$ cat src/rtl/mult_div_unit_pkg.sv
// Shared encodings and constants for the iterative multiply/divide unit.
package mdu_pkg;

   localparam int MDU_ITER = 32;
   localparam int CNT_W    = $clog2(MDU_ITER);

   typedef enum logic [1:0] {
      OP_MULT  = 2'b00,
      OP_MULTU = 2'b01,
      OP_DIV   = 2'b10,
      OP_DIVU  = 2'b11
   } mdu_op_e;

   typedef enum logic [1:0] {
      IDLE = 2'b00,
      CALC = 2'b01,
      FIX  = 2'b10
   } mdu_state_e;

   function automatic logic [31:0] mag32(input logic [31:0] v, input logic neg);
      return neg ? (~v + 32'd1) : v;
   endfunction

endpackage

$ cat src/rtl/mult_div_unit_if.sv
// Issue/writeback bundle between the register-file stage and the multiply/divide unit.
interface mult_div_unit_if;
   import mdu_pkg::*;

   logic        start;
   mdu_op_e     op;
   logic [31:0] rs_data;
   logic [31:0] rt_data;
   logic        flush;
   logic        hi_wr;
   logic        lo_wr;
   logic [31:0] wr_data;
   logic        busy;
   logic        done;
   logic [31:0] hi_out;
   logic [31:0] lo_out;

   modport master (
      output start, op, rs_data, rt_data, flush, hi_wr, lo_wr, wr_data,
      input  busy, done, hi_out, lo_out
   );

   modport slave (
      input  start, op, rs_data, rt_data, flush, hi_wr, lo_wr, wr_data,
      output busy, done, hi_out, lo_out
   );

endinterface

$ cat src/rtl/mult_div_unit.sv
// Radix-2 multiply/divide with architectural HI/LO; one 64-bit accumulator
// and one 32-bit operand register shared by shift-add and restoring divide.
//
// state | meaning
// IDLE  | HI/LO writable, waiting for a launch
// CALC  | one multiply/divide step per cycle, 32 steps
// FIX   | sign correction, HI/LO update, Done pulse
module mult_div_unit
   import mdu_pkg::*;
(
   input  logic            clk_i,
   input  logic            rst_n_i,
   mult_div_unit_if.slave  mdu
);

   mdu_state_e       state_q;
   logic [CNT_W-1:0] cnt_q;
   logic [63:0]      acc_q;
   logic [31:0]      opb_q;
   logic             is_div_q;
   logic             negq_q;
   logic             negr_q;
   logic [31:0]      hi_q;
   logic [31:0]      lo_q;
   logic             busy_q;
   logic             done_q;

   logic        op_signed;
   logic        op_div;
   logic        sign_a;
   logic        sign_b;
   logic [31:0] mag_a;
   logic [31:0] mag_b;
   logic [32:0] mul_sum;
   logic [32:0] div_rem;
   logic [32:0] div_diff;
   logic [63:0] step_acc;
   logic [63:0] prod_fix;
   logic [31:0] quot_fix;
   logic [31:0] rem_fix;
   logic [31:0] fix_hi;
   logic [31:0] fix_lo;

   assign op_signed = (mdu.op == OP_MULT) || (mdu.op == OP_DIV);
   assign op_div    = (mdu.op == OP_DIV)  || (mdu.op == OP_DIVU);
   assign sign_a    = op_signed & mdu.rs_data[31];
   assign sign_b    = op_signed & mdu.rt_data[31];
   assign mag_a     = mag32(mdu.rs_data, sign_a);
   assign mag_b     = mag32(mdu.rt_data, sign_b);

   always_comb begin
      mul_sum  = {1'b0, acc_q[63:32]} + (acc_q[0] ? {1'b0, opb_q} : 33'd0);
      div_rem  = acc_q[63:31];
      div_diff = div_rem - {1'b0, opb_q};
      step_acc = {mul_sum, acc_q[31:1]};
      if (is_div_q) begin
         step_acc = div_diff[32] ? {acc_q[62:0], 1'b0}
                                 : {div_diff[31:0], acc_q[30:0], 1'b1};
      end
   end

   // A zero divisor keeps the all-ones quotient regardless of operand signs.
   always_comb begin
      prod_fix = negq_q ? (~acc_q + 64'd1) : acc_q;
      quot_fix = mag32(acc_q[31:0], negq_q && (opb_q != 32'd0));
      rem_fix  = mag32(acc_q[63:32], negr_q);
      fix_hi   = is_div_q ? rem_fix  : prod_fix[63:32];
      fix_lo   = is_div_q ? quot_fix : prod_fix[31:0];
   end

   always_ff @(posedge clk_i or negedge rst_n_i) begin
      if (!rst_n_i) begin
         state_q  <= IDLE;
         cnt_q    <= '0;
         acc_q    <= '0;
         opb_q    <= '0;
         is_div_q <= 1'b0;
         negq_q   <= 1'b0;
         negr_q   <= 1'b0;
         hi_q     <= '0;
         lo_q     <= '0;
         busy_q   <= 1'b0;
         done_q   <= 1'b0;
      end else begin
         done_q <= 1'b0;
         case (state_q)
            IDLE: begin
               if (mdu.hi_wr) hi_q <= mdu.wr_data;
               if (mdu.lo_wr) lo_q <= mdu.wr_data;
               if (mdu.start && !mdu.flush) begin
                  // Multiplier sits in the low half so its bits shift out as product bits shift in.
                  acc_q    <= {32'd0, op_div ? mag_a : mag_b};
                  opb_q    <= op_div ? mag_b : mag_a;
                  is_div_q <= op_div;
                  negq_q   <= sign_a ^ sign_b;
                  negr_q   <= sign_a;
                  cnt_q    <= '0;
                  busy_q   <= 1'b1;
                  state_q  <= CALC;
               end
            end
            CALC: begin
               if (mdu.flush) begin
                  busy_q  <= 1'b0;
                  state_q <= IDLE;
               end else begin
                  acc_q <= step_acc;
                  cnt_q <= cnt_q + CNT_W'(1);
                  if (cnt_q == CNT_W'(MDU_ITER - 1)) state_q <= FIX;
               end
            end
            FIX: begin
               busy_q  <= 1'b0;
               state_q <= IDLE;
               if (!mdu.flush) begin
                  hi_q   <= fix_hi;
                  lo_q   <= fix_lo;
                  done_q <= 1'b1;
               end
            end
            default: begin
               busy_q  <= 1'b0;
               state_q <= IDLE;
            end
         endcase
      end
   end

   assign mdu.busy   = busy_q;
   assign mdu.done   = done_q;
   assign mdu.hi_out = hi_q;
   assign mdu.lo_out = lo_q;

endmodule

$ cat src/flat_wrapper.sv
// flat-port wrapper written by rule: the top's interface ports become plain ports
module mult_div_unit_flat import mdu_pkg::*;
  (clk_i, rst_n_i, mdu_start, mdu_op, mdu_rs_data, mdu_rt_data, mdu_flush, mdu_hi_wr, mdu_lo_wr, mdu_wr_data, mdu_busy, mdu_done, mdu_hi_out, mdu_lo_out);
  mult_div_unit_if mdu_i ();
  input  logic clk_i;
  input  logic rst_n_i;
  input wire logic [$bits(mdu_i.start)-1:0] mdu_start;
  input wire logic [$bits(mdu_i.op)-1:0] mdu_op;
  input wire logic [$bits(mdu_i.rs_data)-1:0] mdu_rs_data;
  input wire logic [$bits(mdu_i.rt_data)-1:0] mdu_rt_data;
  input wire logic [$bits(mdu_i.flush)-1:0] mdu_flush;
  input wire logic [$bits(mdu_i.hi_wr)-1:0] mdu_hi_wr;
  input wire logic [$bits(mdu_i.lo_wr)-1:0] mdu_lo_wr;
  input wire logic [$bits(mdu_i.wr_data)-1:0] mdu_wr_data;
  output wire logic [$bits(mdu_i.busy)-1:0] mdu_busy;
  output wire logic [$bits(mdu_i.done)-1:0] mdu_done;
  output wire logic [$bits(mdu_i.hi_out)-1:0] mdu_hi_out;
  output wire logic [$bits(mdu_i.lo_out)-1:0] mdu_lo_out;
  assign mdu_i.start = mdu_start;
  assign mdu_i.op = mdu_op;
  assign mdu_i.rs_data = mdu_rs_data;
  assign mdu_i.rt_data = mdu_rt_data;
  assign mdu_i.flush = mdu_flush;
  assign mdu_i.hi_wr = mdu_hi_wr;
  assign mdu_i.lo_wr = mdu_lo_wr;
  assign mdu_i.wr_data = mdu_wr_data;
  assign mdu_busy = mdu_i.busy;
  assign mdu_done = mdu_i.done;
  assign mdu_hi_out = mdu_i.hi_out;
  assign mdu_lo_out = mdu_i.lo_out;
  mult_div_unit u_core (.clk_i(clk_i), .rst_n_i(rst_n_i), .mdu(mdu_i));
endmodule
$ cat config.mk
export PLATFORM = sky130hd
export DESIGN_NAME = mult_div_unit_flat
export DESIGN_NICKNAME = d
export VERILOG_FILES = /design/src/rtl/mult_div_unit_pkg.sv /design/src/rtl/mult_div_unit_if.sv /design/src/rtl/mult_div_unit.sv /design/src/flat_wrapper.sv
export SDC_FILE = /design/constraint.sdc
export NUM_CORES = 1
export LEC_CHECK = 0
export ABC_CLOCK_PERIOD_IN_PS = 7900
export BUFFER_PORTS_ARGS = -buffer_cell sky130_fd_sc_hd__buf_2
export CORE_ASPECT_RATIO = 0.8
export CORE_MARGIN = 10
export CORE_UTILIZATION = 47
export CTS_CLUSTER_SIZE = 10
export DETAILED_ROUTE_END_ITERATION = 8
export PLACE_DENSITY = 0.66
export SLEW_MARGIN = 20
export SYNTH_ARGS = -nofsm -noshare
export SYNTH_HDL_FRONTEND = slang
export SYNTH_SLANG_ARGS = --single-unit
$ cat constraint.sdc
create_clock -name clk_i -period 7.9 [get_ports clk_i]
set_input_delay 1.975 -clock clk_i [delete_from_list [all_inputs] [get_ports clk_i]]
set_output_delay 1.975 -clock clk_i [all_outputs]
set_load 0.01 [all_outputs]
* Word-level counts from Yosys, hierarchy flattened
Cells that the tools add are included.
** Word-level totals
- Bits in registers :: 172
- Input bits :: 104
- Output and inout port bits :: 66
- Logic and storage cells :: 88
** Operators by class
- Reductions and logical operators :: 16
- Bitwise logic cells :: 8
- Muxes and demuxes :: 33
- Add/subtract/negate cells :: 8
- Equality and inequality tests :: 12
** Operators with widths (count)
- 32-bit 2-to-1 mux :: 13
- 64-bit 2-to-1 mux :: 5
- 32-bit by 1-bit adder with 32-bit output, second input constant :: 4
- 32-bit inverter :: 4
- 32-bit case mux with 2 select lines :: 2
- 64-bit case mux with 2 select lines :: 1
- 64-bit by 1-bit adder with 64-bit output, second input constant :: 1
- 64-bit inverter :: 1
- 32-bit by 33-bit adder with 33-bit output :: 1
- 33-bit by 32-bit subtractor with 33-bit output :: 1
- 32-bit nonzero test :: 1
- 5-bit 2-to-1 mux :: 2
- 2-bit != test, second input constant :: 5
- 5-bit case mux with 2 select lines :: 1
- 3-bit AND reduction :: 3
- 2-bit == test, second input constant :: 3
- 2-bit 2-to-1 mux :: 3
- 2-bit AND reduction :: 3
- 5-bit by 1-bit adder with 5-bit output, second input constant :: 1
- 5-bit == test, second input constant :: 1
- 2-bit zero test :: 2
- 1-bit 2-to-1 mux :: 4
- 2-bit case mux with 2 select lines :: 1
- 2-bit nonzero test :: 2
- 9 further kinds :: 12

* Logic depth before layout (Yosys ltp)
- Depth after elaboration :: 7
- Mapped depth :: 15
- Depth with buffers taken out :: 13

* Least setup slack after synthesis
Ideal clock, no wire load.
- Kind :: input to register
- Start point :: input port mdu_rs_data[1]
- End point :: register u_core.acc_q[29]
- Buffers on the path :: 0
- Required time :: 7774 ps
- Arrival :: 4033 ps
- Stages on the path :: 8
- Setup slack :: 3741 ps
- Library setup time :: 126 ps
- Path through :: or4_1 > nor3_2 > and4b_1 > nand2_1 > o31ai_1 > xor2_1 > a21oi_1 > a221o_1
** Between the ends
- Cells in the longest elaborated chain, start to end :: 6
** Ends and longest elaborated chain
- from (decl) :: line flat_wrapper.sv:9 : input wire logic [$bits(mdu_i.rs_data)-1:0] mdu_rs_data;
- 32-bit inverter :: line mult_div_unit_pkg.sv:21 : return neg ? (~v + 32'd1) : v;
- 32-bit by 1-bit adder with 32-bit output :: line mult_div_unit_pkg.sv:21
- 32-bit 2-to-1 mux :: line mult_div_unit_pkg.sv:21
- 32-bit 2-to-1 mux :: line mult_div_unit.sv:92 : acc_q <= {32'd0, op_div ? mag_a : mag_b};
- 64-bit 2-to-1 mux :: line mult_div_unit.sv:90 : if (mdu.start && !mdu.flush) begin
- 64-bit case mux with 2 select lines :: line mult_div_unit.sv:86 : case (state_q)
- to (signal assigned) :: line mult_div_unit.sv:92
- to (signal assigned) :: line mult_div_unit.sv:107 : acc_q <= step_acc;
- to (decl) :: line mult_div_unit.sv:18 : logic [63:0] acc_q;
No other way between the ends. The select of a mux whose other input is x is not followed.
A chain may end at the register's enable or synchronous reset.

* Worst setup path after layout
- Start point :: register u_core.acc_q[31]
- End point :: register u_core.acc_q[57]
** Between the ends
- Cells in the longest elaborated chain, start to end :: 5
** Ends and longest elaborated chain
- 33-bit by 32-bit subtractor with 33-bit output :: line mult_div_unit.sv:54 : div_diff = div_rem - {1'b0, opb_q};
- 64-bit 2-to-1 mux :: line mult_div_unit.sv:57 : step_acc = div_diff[32] ? {acc_q[62:0], 1'b0}
- 64-bit 2-to-1 mux :: line mult_div_unit.sv:56 : if (is_div_q) begin
- 64-bit 2-to-1 mux :: line mult_div_unit.sv:103 : if (mdu.flush) begin
- 64-bit case mux with 2 select lines :: line mult_div_unit.sv:86
No other way between the ends. The select of a mux whose other input is x is not followed.

==> reports/results.txt <==
ANT nets after route: 0
Critical path class: flip-flop to flip-flop
Post-layout instance area: 16900 um^2
Die Y-Extent: 181 um
Pre-Repair DR Iteration Count: 6
Overall power: 0.00517 W
Worst Tran Pin Value: 1110 ps
Post-Syn Area: 15300 um^2
Sequential Area: 4310 um^2
Placed inst area: 16300 um^2
Slowest stage cell, crit path: a211oi_4
# port buffers: 169
Share of the core filled with cells: 0.532
Gr usage total: 0.266
Status: finished clean
Clk Latency, worst-skew pair: 450 ps
Critical Path Source Type: flip-flop
Setup total negative slack: 0 ps
Placeable Area: 31700 um^2
Global-route wire length before repair: 85000 um
Worst Hold Launch: u_core.mdu.lo_out[12]
Clk pwr share: 0.171
Post-synth ARST share: 1.00
# fillers: 3060
First DRT Iteration DRCs: 2246
Final #Nets: 2225
Avg Inst Size Synth: 7.79 um^2
Clk buf depth: 2
Worst hold path class: flip-flop to flip-flop
H-tree levels: 4
Fin crit period: 4940 ps
Vias/cell: 6.21
CTS resizes: 0
Hold_buf cts: 0
FF-to-FF setup slack: 2960 ps
Fmax: 202 MHz
Skew final: 14.4 ps
Buffers & Inverters on Critical Path: 2
Layout cells sized above 1: 0.129
Combinational share of power: 0.548
Postcts setup bufs: 0
R2r startpoint: u_core.acc_q[31]
Final wirelength: 55800 um
Worst reg2reg path endpoint: u_core.acc_q[57]
Flop pwr share: 0.281
TritonCTS clock tree: built
Register area share after synthesis: 0.282
Setup crit end kind: flip-flop
Initial antenna violation count: 0
Critical Path RT: 8240 ps
Max-Cap Viols: 0
Worst Hold End: u_core.mdu.lo_out[12]
Die area: 40100 um^2
Slew Viols, Final: 0
HPWL Detailed: 43200 um
Area growth from synthesis to layout: 10.6%
# diodes: 0
Vias in the first global route: 14100
Largest net degree at the start of global routing: 93
Clock Sinks: 172
Power Internal: 0.00261 W
Post-DR wirelength/cell: 22.5 um
Die Wd: 221 um
Syn Inst Count: 1957
Worst VDD drop: 0.000130 V
Leak: 7.51 nW
Drc violations: 0
Unrepaired setup endpoints after global routing: false
Critical path's largest stage delay: 650 ps
Syn nets: 2133
Synth warn: 0
NetSw: 0.00256 W
CTS root buf: clkbuf_16
GPL Wtd Cong: 0.960
Sw Share: 0.496
Synth top area share: 0.282
Rel. slew slack: 0.257
CP top delay family: compound AO/OA/AOI/OAI gates
Vias: 15400
Worst-path cell chain: inv_1 -> ha_1 -> fa_1 -> nand2b_1 -> a21oi_1 -> o21ai_1 -> a211oi_1 -> o31ai_1 -> a211oi_4 -> buf_4 -> nand2_1 -> o41a_1 -> a32o_1
Initial core utilization: 0.481
Pwr Density: 306 nW/um^2
Num rows: 58
GRT overflow: 0
Top post-synthesis cells by area: dfrtp_1, o21ai_0, a21oi_1
Most used flip-flop cell after synthesis: dfrtp_1
CP Max Fanout: 28
Library cells used by synthesis: 94
Footprint of the multi-input gates: 10200 um^2
Commonest non-fill, non-tap cells in the layout: nor2_1, nand2_1, o21ai_0, a21oi_1, dfrtp_1
Cell depth of the worst hold path: 2
CTS clock-pin slew for the worst setup and hold paths: 80 ps
EDFF count, synth: 0
Most common cell after layout, fill and taps aside: nor2_1
Fin crit share: 0.626
Setup violations, final: 0
R2R cell count: 13
Final Hold Fails: 0
IO Pins: 170
FF+latch count, synth: 172
Critical path data arrival time: 5280 ps
CTS Buf Count: 17
Largest area contributor in the netlist: dfrtp_1
-- through the flow --
stage                     hold slack [ps]  std cells  setup WS (ps)
after global placement                455       2450           3170
after CTS                             480       2482           3050
after global routing                  497       2482           2740
after detailed placement              464       2450           3070
final                                 477       2482           2960
after floorplan                       445       1957           3740
-- worst register-to-register path, cell delays in order, from the launching register on --
cell      delay [ps]
dfrtp_1          450
inv_1             90
ha_1             210
fa_1             400
nand2b_1         180
a21oi_1          420
o21ai_1          240
a211oi_1         580
o31ai_1          240
a211oi_4         650
buf_4            490
nand2_1          220
o41a_1           420
a32o_1           250
-- cells in the mapped netlist (all sizes together), types with 25 or more instances --
library cell / number
nor2: 225
nand2: 207
o21ai: 189
a21oi: 175
dfrtp: 172
xnor2: 97
clkbuf: 94
ha: 70
xor2: 70
mux2i: 67
inv: 59
o31ai: 44
a21o: 37
nor3: 36
nand3: 33
and2: 25
nor4: 25
o211ai: 25
-- flip-flops by register name (all words and copies together), names as in the netlist --
signal             cells
u_core.state_q         2
u_core.mdu.lo_out     32
u_core.mdu.busy        1
u_core.mdu.hi_out     32
u_core.negr_q          1
u_core.is_div_q        1
u_core.mdu.done        1
u_core.negq_q          1
u_core.cnt_q           5
u_core.acc_q          64
u_core.opb_q          32
-- layout make-up --
| class | count | share of cell area |
|---|---|---|
| Multi-Input combinational cell | 1611 | 0.607 |
| Sequential cell | 172 | 0.255 |
| Timing Repair Buffer | 187 | 0.0585 |
| Tap cell | 420 | 0.0311 |
| Clock buffer | 19 | 0.0262 |
| Inverter | 60 | 0.0133 |
| Clock inverter | 13 | 0.00853 |
-- metal layers --
layer  GRT usage  vias up  share of wire
met5           0        -              0
met2       0.366      803           0.39
met4      0.0744        0          0.025
li1            -     7237              -
met3      0.0592       72           0.10
met1       0.402     7306           0.48
-- worst max-delay path by stage --
stage	slack, ps	depth (start not counted)	from	endpoint
floorplan	3740	8	mdu_rs_data[1]	u_core.acc_q[29]
global placement	3170	13	u_core.acc_q[31]	u_core.acc_q[57]
detailed placement	3070	13	u_core.acc_q[31]	u_core.acc_q[57]
CTS	3050	13	u_core.acc_q[31]	u_core.acc_q[57]
global route	2740	13	u_core.acc_q[31]	u_core.acc_q[57]
finish	2960	13	u_core.acc_q[31]	u_core.acc_q[57]
-- cell families (layout without fill, tap and decap cells) --
logic type	count (synthesis)	after routing	synth area share
AND/OR/NAND/NOR	674	674	0.209
AO/OA/AOI/OAI	622	622	0.254
buffers and inverters	174	279	0.0479
flip-flops	172	172	0.282
XOR/XNOR	167	167	0.0959
multiplexers	76	76	0.0506
adder cells (fa/ha/maj)	72	72	0.0600
-- power groups by stage --
stage / Sequential, W / Combinational (W) / Clock, W
floorplan: 0.00129 / 0.00203 / 0
global placement: 0.00144 / 0.00272 / 0
detailed placement: 0.00145 / 0.00273 / 0
CTS: 0.00143 / 0.00276 / 0.000885
global route: 0.00148 / 0.00308 / 0.000924
finish: 0.00145 / 0.00283 / 0.000883
Note: power is estimated with default switching activity, not from simulation.
